$ cat src/rtl/hazard_pkg.sv
// Shared constants for the load-use hazard scoreboard.
package hazard_pkg;

  localparam int unsigned REG_ADDR_W_DEFAULT = 5;
  localparam int unsigned CNT_W              = 3;
  localparam int unsigned LOAD_LAT_MIN       = 1;
  localparam int unsigned LOAD_LAT_MAX       = 7;

  // Force a load latency into the range the countdown can represent.
  function automatic logic [CNT_W-1:0] clamp_lat(input int unsigned lat);
    if (lat < LOAD_LAT_MIN) begin
      return CNT_W'(LOAD_LAT_MIN);
    end else if (lat > LOAD_LAT_MAX) begin
      return CNT_W'(LOAD_LAT_MAX);
    end else begin
      return CNT_W'(lat);
    end
  endfunction

endpackage

$ cat src/rtl/hazard_sb_entry.sv
// One scoreboard entry: busy flag plus countdown to load-result forwardability.
module hazard_sb_entry
  import hazard_pkg::*;
#(
  parameter int unsigned LOAD_LAT = 1
) (
  input  logic clk,
  input  logic rst,
  input  logic set,
  input  logic clear,
  input  logic hold,
  output logic busy
);

  localparam logic [CNT_W-1:0] LatCnt = clamp_lat(LOAD_LAT);

  logic [CNT_W-1:0] cnt_q, cnt_d;
  logic             busy_q, busy_d;

  // Next state: clear beats set, set beats countdown expiry.
  always_comb begin
    cnt_d  = cnt_q;
    busy_d = busy_q;
    if (clear) begin
      cnt_d  = '0;
      busy_d = 1'b0;
    end else if (set) begin
      cnt_d  = LatCnt;
      busy_d = 1'b1;
    end else if (!hold && (cnt_q != '0)) begin
      cnt_d = cnt_q - 1'b1;
      if (cnt_q == CNT_W'(1)) begin
        busy_d = 1'b0;
      end
    end
  end

  // Entry state register.
  always_ff @(posedge clk or posedge rst) begin
    if (rst) begin
      cnt_q  <= '0;
      busy_q <= 1'b0;
    end else begin
      cnt_q  <= cnt_d;
      busy_q <= busy_d;
    end
  end

  assign busy = busy_q;

endmodule

$ cat src/rtl/hazard_scoreboard_unit.sv
// Load-use hazard scoreboard: flags ID-stage sources that read a register
// whose load result is not yet forwardable, and requests a stall.
// Optional feature macro: HAZARD_PERF_CNT_EN adds a saturating stall-cycle counter.
module hazard_scoreboard_unit
  import hazard_pkg::*;
#(
  parameter int unsigned REG_ADDR_W = REG_ADDR_W_DEFAULT,
  parameter int unsigned NUM_SRC    = 2,
  parameter int unsigned LOAD_LAT   = 1
) (
  input  logic                          CLK,
  input  logic                          RESET,
  input  logic                          issue_valid,
  input  logic                          issue_mem_read,
  input  logic [REG_ADDR_W-1:0]         issue_rd,
  input  logic [NUM_SRC*REG_ADDR_W-1:0] src_addr,
  input  logic [NUM_SRC-1:0]            src_used,
  input  logic                          mem_wait,
  input  logic                          flush,
  output logic [NUM_SRC-1:0]            hazard_vec,
  output logic                          stall
`ifdef HAZARD_PERF_CNT_EN
  ,
  output logic [31:0]                   stall_count
`endif
);

  localparam int unsigned NumRegs = 2 ** REG_ADDR_W;

  logic [NumRegs-1:0]    busy_vec;
  logic                  load_issue;
  logic [REG_ADDR_W-1:0] src_sel;

  // A stalled cycle issues a bubble, and flush kills the advancing load.
  assign load_issue = issue_valid & issue_mem_read & ~stall & ~flush;

  for (genvar r = 0; r < NumRegs; r++) begin : g_entry
    logic set_r;
    // x0 is hardwired zero, so a load to it never creates a dependency.
    assign set_r = load_issue && (issue_rd == REG_ADDR_W'(r)) && (r != 0);

    hazard_sb_entry #(
      .LOAD_LAT (LOAD_LAT)
    ) u_entry (
      .clk   (CLK),
      .rst   (RESET),
      .set   (set_r),
      .clear (flush),
      .hold  (mem_wait),
      .busy  (busy_vec[r])
    );
  end

  // Per-source hazard lookup, straight from registered busy state.
  always_comb begin
    hazard_vec = '0;
    src_sel    = '0;
    for (int i = 0; i < int'(NUM_SRC); i++) begin
      src_sel       = src_addr[i*REG_ADDR_W +: REG_ADDR_W];
      hazard_vec[i] = src_used[i] && (src_sel != '0) && busy_vec[src_sel];
    end
  end

  assign stall = |hazard_vec;

`ifdef HAZARD_PERF_CNT_EN
  logic [31:0] stall_count_q;

  // Saturating count of stalled cycles; only reset clears it.
  always_ff @(posedge CLK or posedge RESET) begin
    if (RESET) begin
      stall_count_q <= '0;
    end else if (stall && (stall_count_q != '1)) begin
      stall_count_q <= stall_count_q + 32'd1;
    end
  end

  assign stall_count = stall_count_q;
`endif

endmodule

$ cat config.mk
export PLATFORM = sky130hd
export DESIGN_NAME = hazard_scoreboard_unit
export DESIGN_NICKNAME = d
export VERILOG_FILES = /design/src/rtl/hazard_pkg.sv /design/src/rtl/hazard_sb_entry.sv /design/src/rtl/hazard_scoreboard_unit.sv
export SDC_FILE = /design/constraint.sdc
export NUM_CORES = 1
export LEC_CHECK = 0
export CAP_MARGIN = 15
export CELL_PAD_IN_SITES_DETAIL_PLACEMENT = 1
export CELL_PAD_IN_SITES_GLOBAL_PLACEMENT = 2
export CORE_MARGIN = 4
export CORE_UTILIZATION = 41
export CTS_CLUSTER_SIZE = 28
export DETAILED_ROUTE_END_ITERATION = 7
export PLACE_DENSITY_LB_ADDON = 0.12
export SYNTH_ARGS = -nofsm -noshare
export SYNTH_HDL_FRONTEND = slang
export SYNTH_HIERARCHICAL = 1
export SYNTH_SLANG_ARGS = --single-unit
export TNS_END_PERCENT = 20
$ cat constraint.sdc
create_clock -name CLK -period 3.28 [get_ports CLK]
set_input_delay 0.328 -clock CLK [delete_from_list [all_inputs] [get_ports CLK]]
set_output_delay 0.328 -clock CLK [all_outputs]
set_load 0.01 [all_outputs]
==> results.md <==
* Nets at around 1100
* Deepest clock path buffer count at 2
* Internal at 4220 uW
* Mapped cell area at 9130 um2
* First-pass GRT wire length at slightly above 40000 um
* Top cells by count, synth: inv_1, dfrtp_1, a211oi_1, ha_1, nor2_1
* YS warnings at 6
* Pins over their slew limit at 0
* Post-synth ARST share at 1.00
* Largest net degree at the start of global routing at 74
* Kind of critical path: input port to output pin
* Combinational family with the most area after synthesis: compound AO/OA/AOI/OAI gates
* CORE AREA at 21900 um2
* Worst-path clk slew at about 0.06 ns
* Pwr Total at 6720 uW
* RSZ-0062 raised after global routing: no
* Net Sw Frac at 0.373
* Simple logic cell fraction of the synthesized area at 0.196
* Fin Setup TNS at 0 ns
* Psw at ~2500 uW
* Yosys reg bits at approximately 130
* Crit Path Max Fanout at 5
* H-tree levels at 4
* Global-route usage over all layers at 0.206
* Max Clock Skew at between 0.01 and 0.015 ns
* Grt ovf at 0
* Layout area overhead at 16.6%
* # DRC at 0
* Critical Path RT at 2.95 ns
* Post-cts resize count at 0
* Initial antenna violation count at 0
* CTS Root Buffer Type: clkbuf_16
* Fmax achieved at 334 MHz
* Min Tclk post-route at between 2 and 3 ns
* Final hold violations at 0
* Post-Synth Adder-Cell Area at 0.132
* CTS tree: yes
* CP Launch Type: input port
* Routed wire length at about 24000 um
* Mux cell area share after synthesis at 0.0418
* Final setup viols at 0
* Cell count after synthesis at around 940
* Starting DRC count in detailed routing at roughly 260
* FF-to-FF path depth at 8
* Vias/cell at 5.53
* Reg2reg start: g_entry[0].u_entry/busy$_DFFE_PP0P_
* Final Wtd Congestion at between 0.7 and 0.8
* Gate power share at 0.399
* N_diodes at 0
* P_leak at roughly 0.0045 uW
* Port-buffer cells at 25
* Max cap viols at 0
* Routed length per instance at 18.3 um
* Sequential Power Share at 0.322
* Worst Path Arrival at approximately 2.7 ns
* Xor/xnor share of the synthesized area at 0
* VDD IR max at roughly 310 uV
* Dpl cells at 1280
* Worst min-delay path class: input port to async pin
* Final cell count without fillers at 1310
* Post-synth EDFFs at 0
* Run status: finished clean
* TritonCTS Buffers at 17
* Worst slew pin tran at 0.854 ns
* Insertion delay to the later sink of the worst-skew pair at roughly 0.43 ns
* Synth Flop Type: dfrtp_1
* Crit share post-route at 0.913
* DR pass1 iterations at 4
* Hold Buf Count CTS at 0
* Sequential-to-total area share from yosys stat at 0.351
* Reg-to-reg endpoint: g_entry[18].u_entry/cnt_q[0]$_DFFE_PP0P_
* Worst R2R Setup Slack at roughly 0.55 ns
* Synth area leader: dfrtp_1
* Top-count cell post-synth: inv_1
* Post-DP HPWL at 17900 um
* Vias in the first global route at slightly below 8000
* WHS at around 0.2 ns
* Initial Util at 0.417
* Top cell type's share of synthesized area at 0.351
* Mapped Avg Cell Area at 9.77 um2
* Site Rows at 54
* Synth unique cells at 49
* Synth area leaders: dfrtp_1, ha_1, a211oi_1, inv_1, a2111oi_2
* Compound-Gate Fraction of Synth Area at 0.198
* Fraction of layout cells with a size suffix above 1 at 0.179
* Post-DRT Antenna Nets at 0
* Setup repair bufs after CTS at 0
* Die area at roughly 25000 um2
* Dpl ws at -0.0417 ns
* Clk sinks at ~130
* PD cells at approximately 630 nW/um2
* Clock power frac at 0.279
* DIE WIDTH at around 160 um
* Die H at 157 um
* Boundary Pins at 26
* Final worst setup slack at about 0.28 ns
* Slew margin rel. at 0.431
* Total number of vias at slightly above 7000
* Setup crit end kind: output pin
==> layout by cell type (no fill, tap or decap), types with 10 or more instances in the layout <==
| cell | count |
|---|---|
| inv_1 | 130 |
| dfrtp_1 | 128 |
| a211oi_1 | 96 |
| ha_1 | 96 |
| nor2_1 | 69 |
| a21oi_1 | 64 |
| buf_4 | 50 |
| nand2b_1 | 35 |
| or4_1 | 34 |
| and2_1 | 32 |
| a2111oi_2 | 32 |
| or4b_1 | 32 |
| clkinvlp_2 | 32 |
| o21ai_0 | 32 |
| clkdlybuf4s50_1 | 21 |
| nand2_1 | 20 |
| clkbuf_16 | 17 |
| mux4_2 | 11 |
| mux2i_1 | 10 |
| nor3_1 | 10 |
==> how the worst max path moves through the flow <==
stage	slack (ns)	end	startpoint	cells after the start
finish	0.28	hazard_vec[0]	src_addr[1]	6
global route	0.15	hazard_vec[0]	src_addr[1]	6
CTS	0.05	stall	src_addr[5]	8
detailed placement	-0.04	g_entry[18].u_entry/cnt_q[0]$_DFFE_PP0P_	src_addr[5]	10
global placement	0.03	g_entry[18].u_entry/cnt_q[0]$_DFFE_PP0P_	src_addr[5]	10
floorplan	0.67	g_entry[29].u_entry/cnt_q[0]$_DFFE_PP0P_	src_addr[5]	8
==> cells by family after synthesis <==
family          count (synthesis)
compound gates                236
simple gates                  274
fa+ha+maj                      96
other cells                     1
flops                         128
buf+inv                       176
mux                            24
==> through the flow <==
step	instance area (um2)	utilization
floorplan	9150	-
global placement	10100	0.460
detailed placement	10100	0.460
CTS	10600	0.486
global route	10600	0.486
finish	10600	0.486
==> routing by layer <==
layer | wire length, um | vias to the layer above | track usage | share of wire
met3 | 567 | 26 | 0.0335 | 0.024
met1 | 10900 | 3614 | 0.264 | 0.45
li1 | - | 3535 | - | -
met2 | 12000 | 72 | 0.353 | 0.50
met5 | 0 | - | 0 | 0
met4 | 526 | 0 | 0.0676 | 0.022
==> flip-flops by register name, indices dropped and copies added, names as in the netlist <==
name,flops
g_entry.u_entry/busy,32
g_entry.u_entry/cnt_q,96
==> area by class of cell <==
class                      instances  area [um2]
clock buffer                      25         515
clock inverter                     5        52.6
fill                            2531       11200
inverter                         162         648
multi-input combinational        635        5230
sequential                       128        3200
tap                              280         350
timing repair buffer              75         643
==> worst max-delay path, stage by stage <==
cell	delay (ns)
clkdlybuf4s50_1	0.61
or3b_1	0.40
o22ai_1	0.22
a311oi_1	0.10
a221oi_4	0.31
clkdlybuf4s50_1	0.69
==> power groups by stage <==
stage | sequential, uW | combinational, uW | clock (uW)
floorplan | 2110 | 2130 | 0
global placement | 2180 | 2620 | 0
detailed placement | 2180 | 2710 | 0
CTS | 2170 | 2730 | 1930
global route | 2220 | 3090 | 1990
finish | 2160 | 2680 | 1870
No activity file was read; power rests on OpenSTA's default activity.
